<file path="src/rtl/dram_sequencer.sv">
// dram_sequencer
//   Arbitrates a single multiplexed-address DRAM between a video fetch
//   port, a CPU byte/nibble port and an internal RAS-only refresh timer.
//   Every access runs the same four-clock ROW/COL/DATA/PRE sequence. A
//   refresh runs RROW/RHOLD/PRE. Strobes are decoded directly from the
//   state register, so an asynchronous reset drops them at once.
//
// Ports
//   clk, reset              system clock, asynchronous active-high reset
//   vid_req, vid_addr       single-cycle video fetch request and word address
//   vid_ack, vid_data       fetch completion pulse and captured {hi, lo} word
//   cpu_req, cpu_we         level CPU request (held until cpu_ack), 1 = write
//   cpu_addr, cpu_hi        CPU word address and byte-lane select
//   cpu_nib, cpu_wdata      nibble write enables and write byte
//   cpu_ack, cpu_rdata      completion pulse and held read byte
//   ras_n, cas_n            DRAM strobes, active low
//   drwr                    DRAM output enable, low while reading
//   drab                    multiplexed row/column address
//   wp_n                    per-chip write strobes {hi/hi, hi/lo, lo/hi, lo/lo}
//   data_to_dram            write data to the DRAM
//   dram_lo, dram_hi        raw DRAM read buses
//   vid_overrun             sticky flag: a video request was dropped
module dram_sequencer #(
  parameter int REFRESH_INTERVAL = 64
) (
  input  logic        clk,
  input  logic        reset,
  input  logic        vid_req,
  input  logic [13:0] vid_addr,
  output logic        vid_ack,
  output logic [15:0] vid_data,
  input  logic        cpu_req,
  input  logic        cpu_we,
  input  logic [13:0] cpu_addr,
  input  logic        cpu_hi,
  input  logic [1:0]  cpu_nib,
  input  logic [7:0]  cpu_wdata,
  output logic        cpu_ack,
  output logic [7:0]  cpu_rdata,
  output logic        ras_n,
  output logic        cas_n,
  output logic        drwr,
  output logic [7:0]  drab,
  output logic [3:0]  wp_n,
  output logic [7:0]  data_to_dram,
  input  logic [7:0]  dram_lo,
  input  logic [7:0]  dram_hi,
  output logic        vid_overrun
);

  typedef enum logic [2:0] {
    IDLE  = 3'd0,
    ROW   = 3'd1,
    COL   = 3'd2,
    DATA  = 3'd3,
    PRE   = 3'd4,
    RROW  = 3'd5,
    RHOLD = 3'd6
  } state_t;

  localparam logic [7:0] REF_LAST = 8'(REFRESH_INTERVAL - 1);

  state_t      state;
  state_t      state_d;

  logic        vid_pending;
  logic        ref_pending;
  logic [13:0] vid_addr_q;
  logic [7:0]  ref_cnt;
  logic [7:0]  ref_row;

  // Attributes of the access in flight, captured at the grant.
  logic        cyc_vid;
  logic        cyc_we;
  logic        cyc_hi;
  logic [1:0]  cyc_nib;
  logic [13:0] cyc_addr;
  logic [7:0]  cyc_wdata;

  logic        grant_vid;
  logic        grant_ref;
  logic        grant_cpu;
  logic        vid_latch;
  logic        vid_drop;
  logic        ref_wrap;
  logic        in_access;
  logic        in_colx;
  logic        in_ref;
  logic        wr_active;

  // Active-high lane mask: the byte select picks the chip pair and the
  // nibble enables pick chips within it.
  function automatic logic [3:0] lane_mask(input logic hi, input logic [1:0] nib);
    lane_mask = hi ? {nib, 2'b00} : {2'b00, nib};
  endfunction

  always_comb begin
    state_d   = state;
    grant_vid = 1'b0;
    grant_ref = 1'b0;
    grant_cpu = 1'b0;
    unique case (state)
      IDLE: begin
        // A fresh vid_req counts as pending so that video wins even when
        // it arrives in the same IDLE cycle as a CPU request.
        if (vid_pending || vid_req) begin
          state_d   = ROW;
          grant_vid = 1'b1;
        end else if (ref_pending) begin
          state_d   = RROW;
          grant_ref = 1'b1;
        end else if (cpu_req) begin
          state_d   = ROW;
          grant_cpu = 1'b1;
        end
      end
      ROW:     state_d = COL;
      COL:     state_d = DATA;
      DATA:    state_d = PRE;
      PRE:     state_d = IDLE;
      RROW:    state_d = RHOLD;
      RHOLD:   state_d = PRE;
      default: state_d = IDLE;
    endcase
  end

  // A new pulse is latched when nothing is waiting, or when the waiting
  // request is being granted this very cycle. A pulse that finds an
  // older request still waiting is dropped and flagged.
  assign vid_latch = vid_req && (grant_vid ? vid_pending : !vid_pending);
  assign vid_drop  = vid_req && vid_pending && !grant_vid;
  assign ref_wrap  = (ref_cnt == REF_LAST);

  assign in_access = (state == ROW) || (state == COL) || (state == DATA);
  assign in_colx   = (state == COL) || (state == DATA);
  assign in_ref    = (state == RROW) || (state == RHOLD);
  assign wr_active = in_colx && cyc_we;

  always_comb begin
    ras_n        = !(in_access || in_ref);
    cas_n        = !in_colx;
    drwr         = !(in_access && !cyc_we);
    wp_n         = wr_active ? ~lane_mask(cyc_hi, cyc_nib) : 4'hF;
    data_to_dram = wr_active ? cyc_wdata : 8'h00;
    drab         = 8'h00;
    if (state == ROW) begin
      drab = cyc_addr[7:0];
    end else if (in_colx) begin
      drab = {2'b00, cyc_addr[13:8]};
    end else if (in_ref) begin
      drab = ref_row;
    end
  end

  always_ff @(posedge clk or posedge reset) begin
    if (reset) begin
      state       <= IDLE;
      vid_pending <= 1'b0;
      ref_pending <= 1'b0;
      ref_cnt     <= 8'h00;
      ref_row     <= 8'h00;
      cyc_vid     <= 1'b0;
      cyc_we      <= 1'b0;
      vid_ack     <= 1'b0;
      cpu_ack     <= 1'b0;
      vid_data    <= 16'h0000;
      cpu_rdata   <= 8'h00;
      vid_overrun <= 1'b0;
    end else begin
      state <= state_d;

      if (grant_vid) begin
        cyc_vid <= 1'b1;
        cyc_we  <= 1'b0;
      end else if (grant_cpu) begin
        cyc_vid <= 1'b0;
        cyc_we  <= cpu_we;
      end

      vid_pending <= vid_latch || (vid_pending && !grant_vid);
      if (vid_drop) begin
        vid_overrun <= 1'b1;
      end

      // A wrap wins over a simultaneous grant so no refresh is ever lost.
      ref_cnt     <= ref_wrap ? 8'h00 : ref_cnt + 8'd1;
      ref_pending <= ref_wrap || (ref_pending && !grant_ref);
      if (state == RHOLD) begin
        ref_row <= ref_row + 8'd1;
      end

      vid_ack <= (state == DATA) && cyc_vid;
      cpu_ack <= (state == DATA) && !cyc_vid;
      if ((state == DATA) && cyc_vid) begin
        vid_data <= {dram_hi, dram_lo};
      end
      if ((state == DATA) && !cyc_vid && !cyc_we) begin
        cpu_rdata <= cyc_hi ? dram_hi : dram_lo;
      end
    end
  end

  // Address and write data only matter while the state machine says so,
  // so they carry no reset.
  always_ff @(posedge clk) begin
    if (vid_latch) begin
      vid_addr_q <= vid_addr;
    end
    if (grant_vid) begin
      cyc_addr <= vid_pending ? vid_addr_q : vid_addr;
    end else if (grant_cpu) begin
      cyc_addr  <= cpu_addr;
      cyc_hi    <= cpu_hi;
      cyc_nib   <= cpu_nib;
      cyc_wdata <= cpu_wdata;
    end
  end

endmodule

</file>
<file path="config.mk">
export PLATFORM = sky130hd
export DESIGN_NAME = dram_sequencer
export DESIGN_NICKNAME = d
export VERILOG_FILES = /design/src/rtl/dram_sequencer.sv
export SDC_FILE = /design/constraint.sdc
export NUM_CORES = 1
export LEC_CHECK = 0
export ABC_AREA = 1
export CAP_MARGIN = 15
export CORE_AREA = 2 2 99 101
export CTS_CLUSTER_DIAMETER = 150
export DETAILED_ROUTE_END_ITERATION = 12
export DIE_AREA = 0 0 101 103
export HOLD_SLACK_MARGIN = 0.15
export PLACE_DENSITY = 0.76
export SYNTH_ARGS = -nofsm -noshare
export SYNTH_HDL_FRONTEND = slang
export SYNTH_SLANG_ARGS = --single-unit
</file>
<file path="constraint.sdc">
create_clock -name clk -period 2.1 [get_ports clk]
set_input_delay 0.21 -clock clk [delete_from_list [all_inputs] [get_ports clk]]
set_output_delay 0.21 -clock clk [all_outputs]
set_load 0.02 [all_outputs]
</file>
==> impl_results.md <==
* Start point of the critical path: state[2]$_DFFE_PP0P_
* DR pass1 iterations at 4
* Fin crit share at 0.945
* Hpwl dp at 6480 µm
* First-pass GRT wire length at 14300 µm
* Worst Tran Pin Value at roughly 0.47 ns
* CP Class: reg2out
* Synth Flop Type: dfrtp_1
* Vias in the first global route at 3138
* Sequential group share of total power at 0.408
* Total CTS buffers at 9
* Internal power at 4140 µW
* Clock Sinks at 89
* Max cap viols at 0
* Setup slack, reg-to-reg at 0.26 ns
* Fraction of layout cells with a size suffix above 1 at 0.104
* IO Port Bufs at between 100 and 150
* Netlist cell types at 28
* Clk slew on worst S/H paths at 0.09 ns
* Clk buf depth at 2
* Final setup fails at 0
* Gp weighted congestion at 0.857
* Drt drc at 0
* Cell area after synthesis at 0.00404 mm²
* Die Span Y at approximately 100 µm
* Most common cell in the netlist: nand2_1
* Layout Skew at 0.0150 ns
* Final Hold Vio Count at 0
* R2R depth at 8
* Cts hold-fix bufs at 0
* Setup TNS at 0 ns
* Power density over the cells at 1260 mW/mm²
* Top cells by count, synth: nand2_1, inv_1, dfrtp_1
* H-tree lvl count at 3
* RSZ-0062 raised after global routing: no
* Skew-Pair Late Insertion Delay at between 0.3 and 0.4 ns
* Req. time, crit path at 1.89 ns
* Nets at 625
* Row count at 36
* Post-route insts no fill at 681
* DR iter-0 viols at 116
* TritonCTS clock tree: yes
* Initial antenna violation count at 0
* R2r endpoint: vid_addr_q[8]$_DFFE_PP_
* Grt total ovfl at 0
* Yosys warnings at 0
* # IOs at 110
* Max Slew Vio Count at 0
* Peak VDD IR at 0.523 mV
* Critical Path Fanout Max at 6
* Seq cells post-synth at 89
* Top post-synthesis cells by area: dfrtp_1, edfxtp_1, nand2_1, inv_1, o211ai_1
* Slew headroom at 0.689
* Area share of the largest cell type after synthesis at 0.310
* Final ANT Viol Nets at 0
* Initial Utilization at 0.427
* Core region area at 0.00946 mm²
* Fmax achieved at 504 MHz
* CP endpoint: wp_n[2]
* Gate Count Post-Synth at 440
* Sw Share at 0.397
* CP Capture Type: output pin
* Area Growth Syn to Fin at 35.3%
* Async set-reset flop share out of synthesis at 0.562
* DIE AREA at around 0.010 mm²
* Worst EP arrival at 1.77 ns
* Wire per inst at 12.5 µm
* Post-route minimum period at 1.98 ns
* Syn Area/Cell at 9.17 µm²
* GR Util All Layers at 0.174
* Vias post-DR at 3254
* Post-synth EDFFs at 39
* Worst Hold Class: in2async
* Register area share after synthesis at 0.600
* Startpoint Class: flip-flop
* Ant diodes at 0
* Dpl cells at between 600 and 700
* Syn Nets at 503
* Switch Pwr at about 2700 µW
* Pin count of the biggest net entering global routing at 30
* Status: complete, no violations
* Leakage at 0.00255 µW
* Die X at around 100 µm
* Comb power frac at 0.430
* Worst reg2reg path startpoint: state[2]$_DFFE_PP0P_
* Final wirelength at 8540 µm
* Vias/cell at 4.78
* Clock power frac at 0.162
* Leading area contributor after synthesis: dfrtp_1
* Clock Root Buffer: clkbuf_8
registers in the layout, summed over array words and instances (netlist names), 2 cells and up:
| signal | count |
|---|---|
| vid_addr_q | 14 |
| cyc_addr | 14 |
| cpu_rdata | 8 |
| vid_data | 16 |
| cyc_nib | 2 |
| ref_cnt | 8 |
| cyc_wdata | 8 |
| state | 3 |
| ref_row | 8 |
power groups by stage:
stage	Combinational (µW)	Clock (µW)	Sequential, µW
floorplan	1510	0	3070
finish	2950	1110	2800
global placement	2970	0	2820
CTS	2970	1140	2800
global route	3270	1220	2870
detailed placement	3040	0	2840
routing by layer:
| metal | GRT usage | routed length, µm |
|---|---|---|
| met2 | 0.281 | 3910 |
| met4 | 0.0696 | 165 |
| met3 | 0.0285 | 581 |
| met1 | 0.237 | 3890 |
| met5 | 0 | 0 |
worst min path at each step:
stage                    startpoint                  endpoint  slack [ns]
2_1_floorplan                cpu_hi          cyc_hi$_DFFE_PP_        0.31
3_3_place_gp   ref_cnt[0]$_DFF_PP0_      ref_cnt[0]$_DFF_PP0_        0.45
3_5_place_dp   ref_cnt[0]$_DFF_PP0_      ref_cnt[0]$_DFF_PP0_        0.45
4_1_cts                       reset  cpu_rdata[1]$_DFFE_PP0P_        0.18
5_1_grt                       reset      ref_cnt[0]$_DFF_PP0_        0.20
6_report                      reset         cpu_ack$_DFF_PP0_        0.17
worst max-delay path: stages (launching register included):
cell and delay, ns:
dfrtp_1 0.47, nor2_4 0.13, inv_1 0.07, nor2_4 0.13
nand3_1 0.08, clkdlybuf4s50_1 0.54
logic make-up after synthesis:
group / Yosys count / share of synthesized area
flops: 89 / 0.600
simple gates: 232 / 0.238
buf+inv: 71 / 0.0729
xor+xnor: 6 / 0.0130
fa+ha+maj: 3 / 0.00930
compound gates: 39 / 0.0667
repair_timing:
item | 4_1_cts | 5_1_grt
buffers inserted | 0 | 2
endpoints found under the setup margin | 17 | 28
gates resized for setup | 17 | 21
gates cloned | 0 | 0
hold endpoints to repair | 0 | 0
layout by cell type (no fill, tap or decap), drive strengths merged:
cell type      count
nand2            176
clkdlybuf4s50     89
inv               63
dfrtp             50
edfxtp            39
nor2              29
nand3             21
o21ai             20
clkbuf            16
o211ai            15
buf               13
dlygate4sd2        7
clkinvlp           4
xnor2              3
xor2               3
ha                 3
dlymetal6s2s       3
clkdlybuf4s15      3
nor3               3
nand4              2
a21oi              1
or2                1
o22ai              1
a31o               1
a31oi              1
layout make-up:
class / count / area (µm²)
multi-input cells: 280 / 1320
repair buffers: 122 / 1160
fillers: 823 / 4000
well taps: 114 / 143
flip-flops and latches: 89 / 2420
inverters: 60 / 229
clock inverters: 7 / 60.1
clock buffers: 9 / 124
stage by stage:
step | hold WS [ns] | power, µW | instance area (µm²) | util | worst slack, ns
after global placement | 0.448 | 5800 | 5300 | 0.560 | 0.0476
after global routing | 0.198 | 7360 | 5460 | 0.577 | 0.00133
after floorplan | 0.309 | 4580 | 4040 | - | 0.0874
after detailed placement | 0.455 | 5880 | 5300 | 0.560 | 0.00415
final | 0.167 | 6860 | 5460 | 0.577 | 0.115
after CTS | 0.184 | 6910 | 5460 | 0.577 | 0.0613
Note: power is estimated with default switching activity, not from simulation.
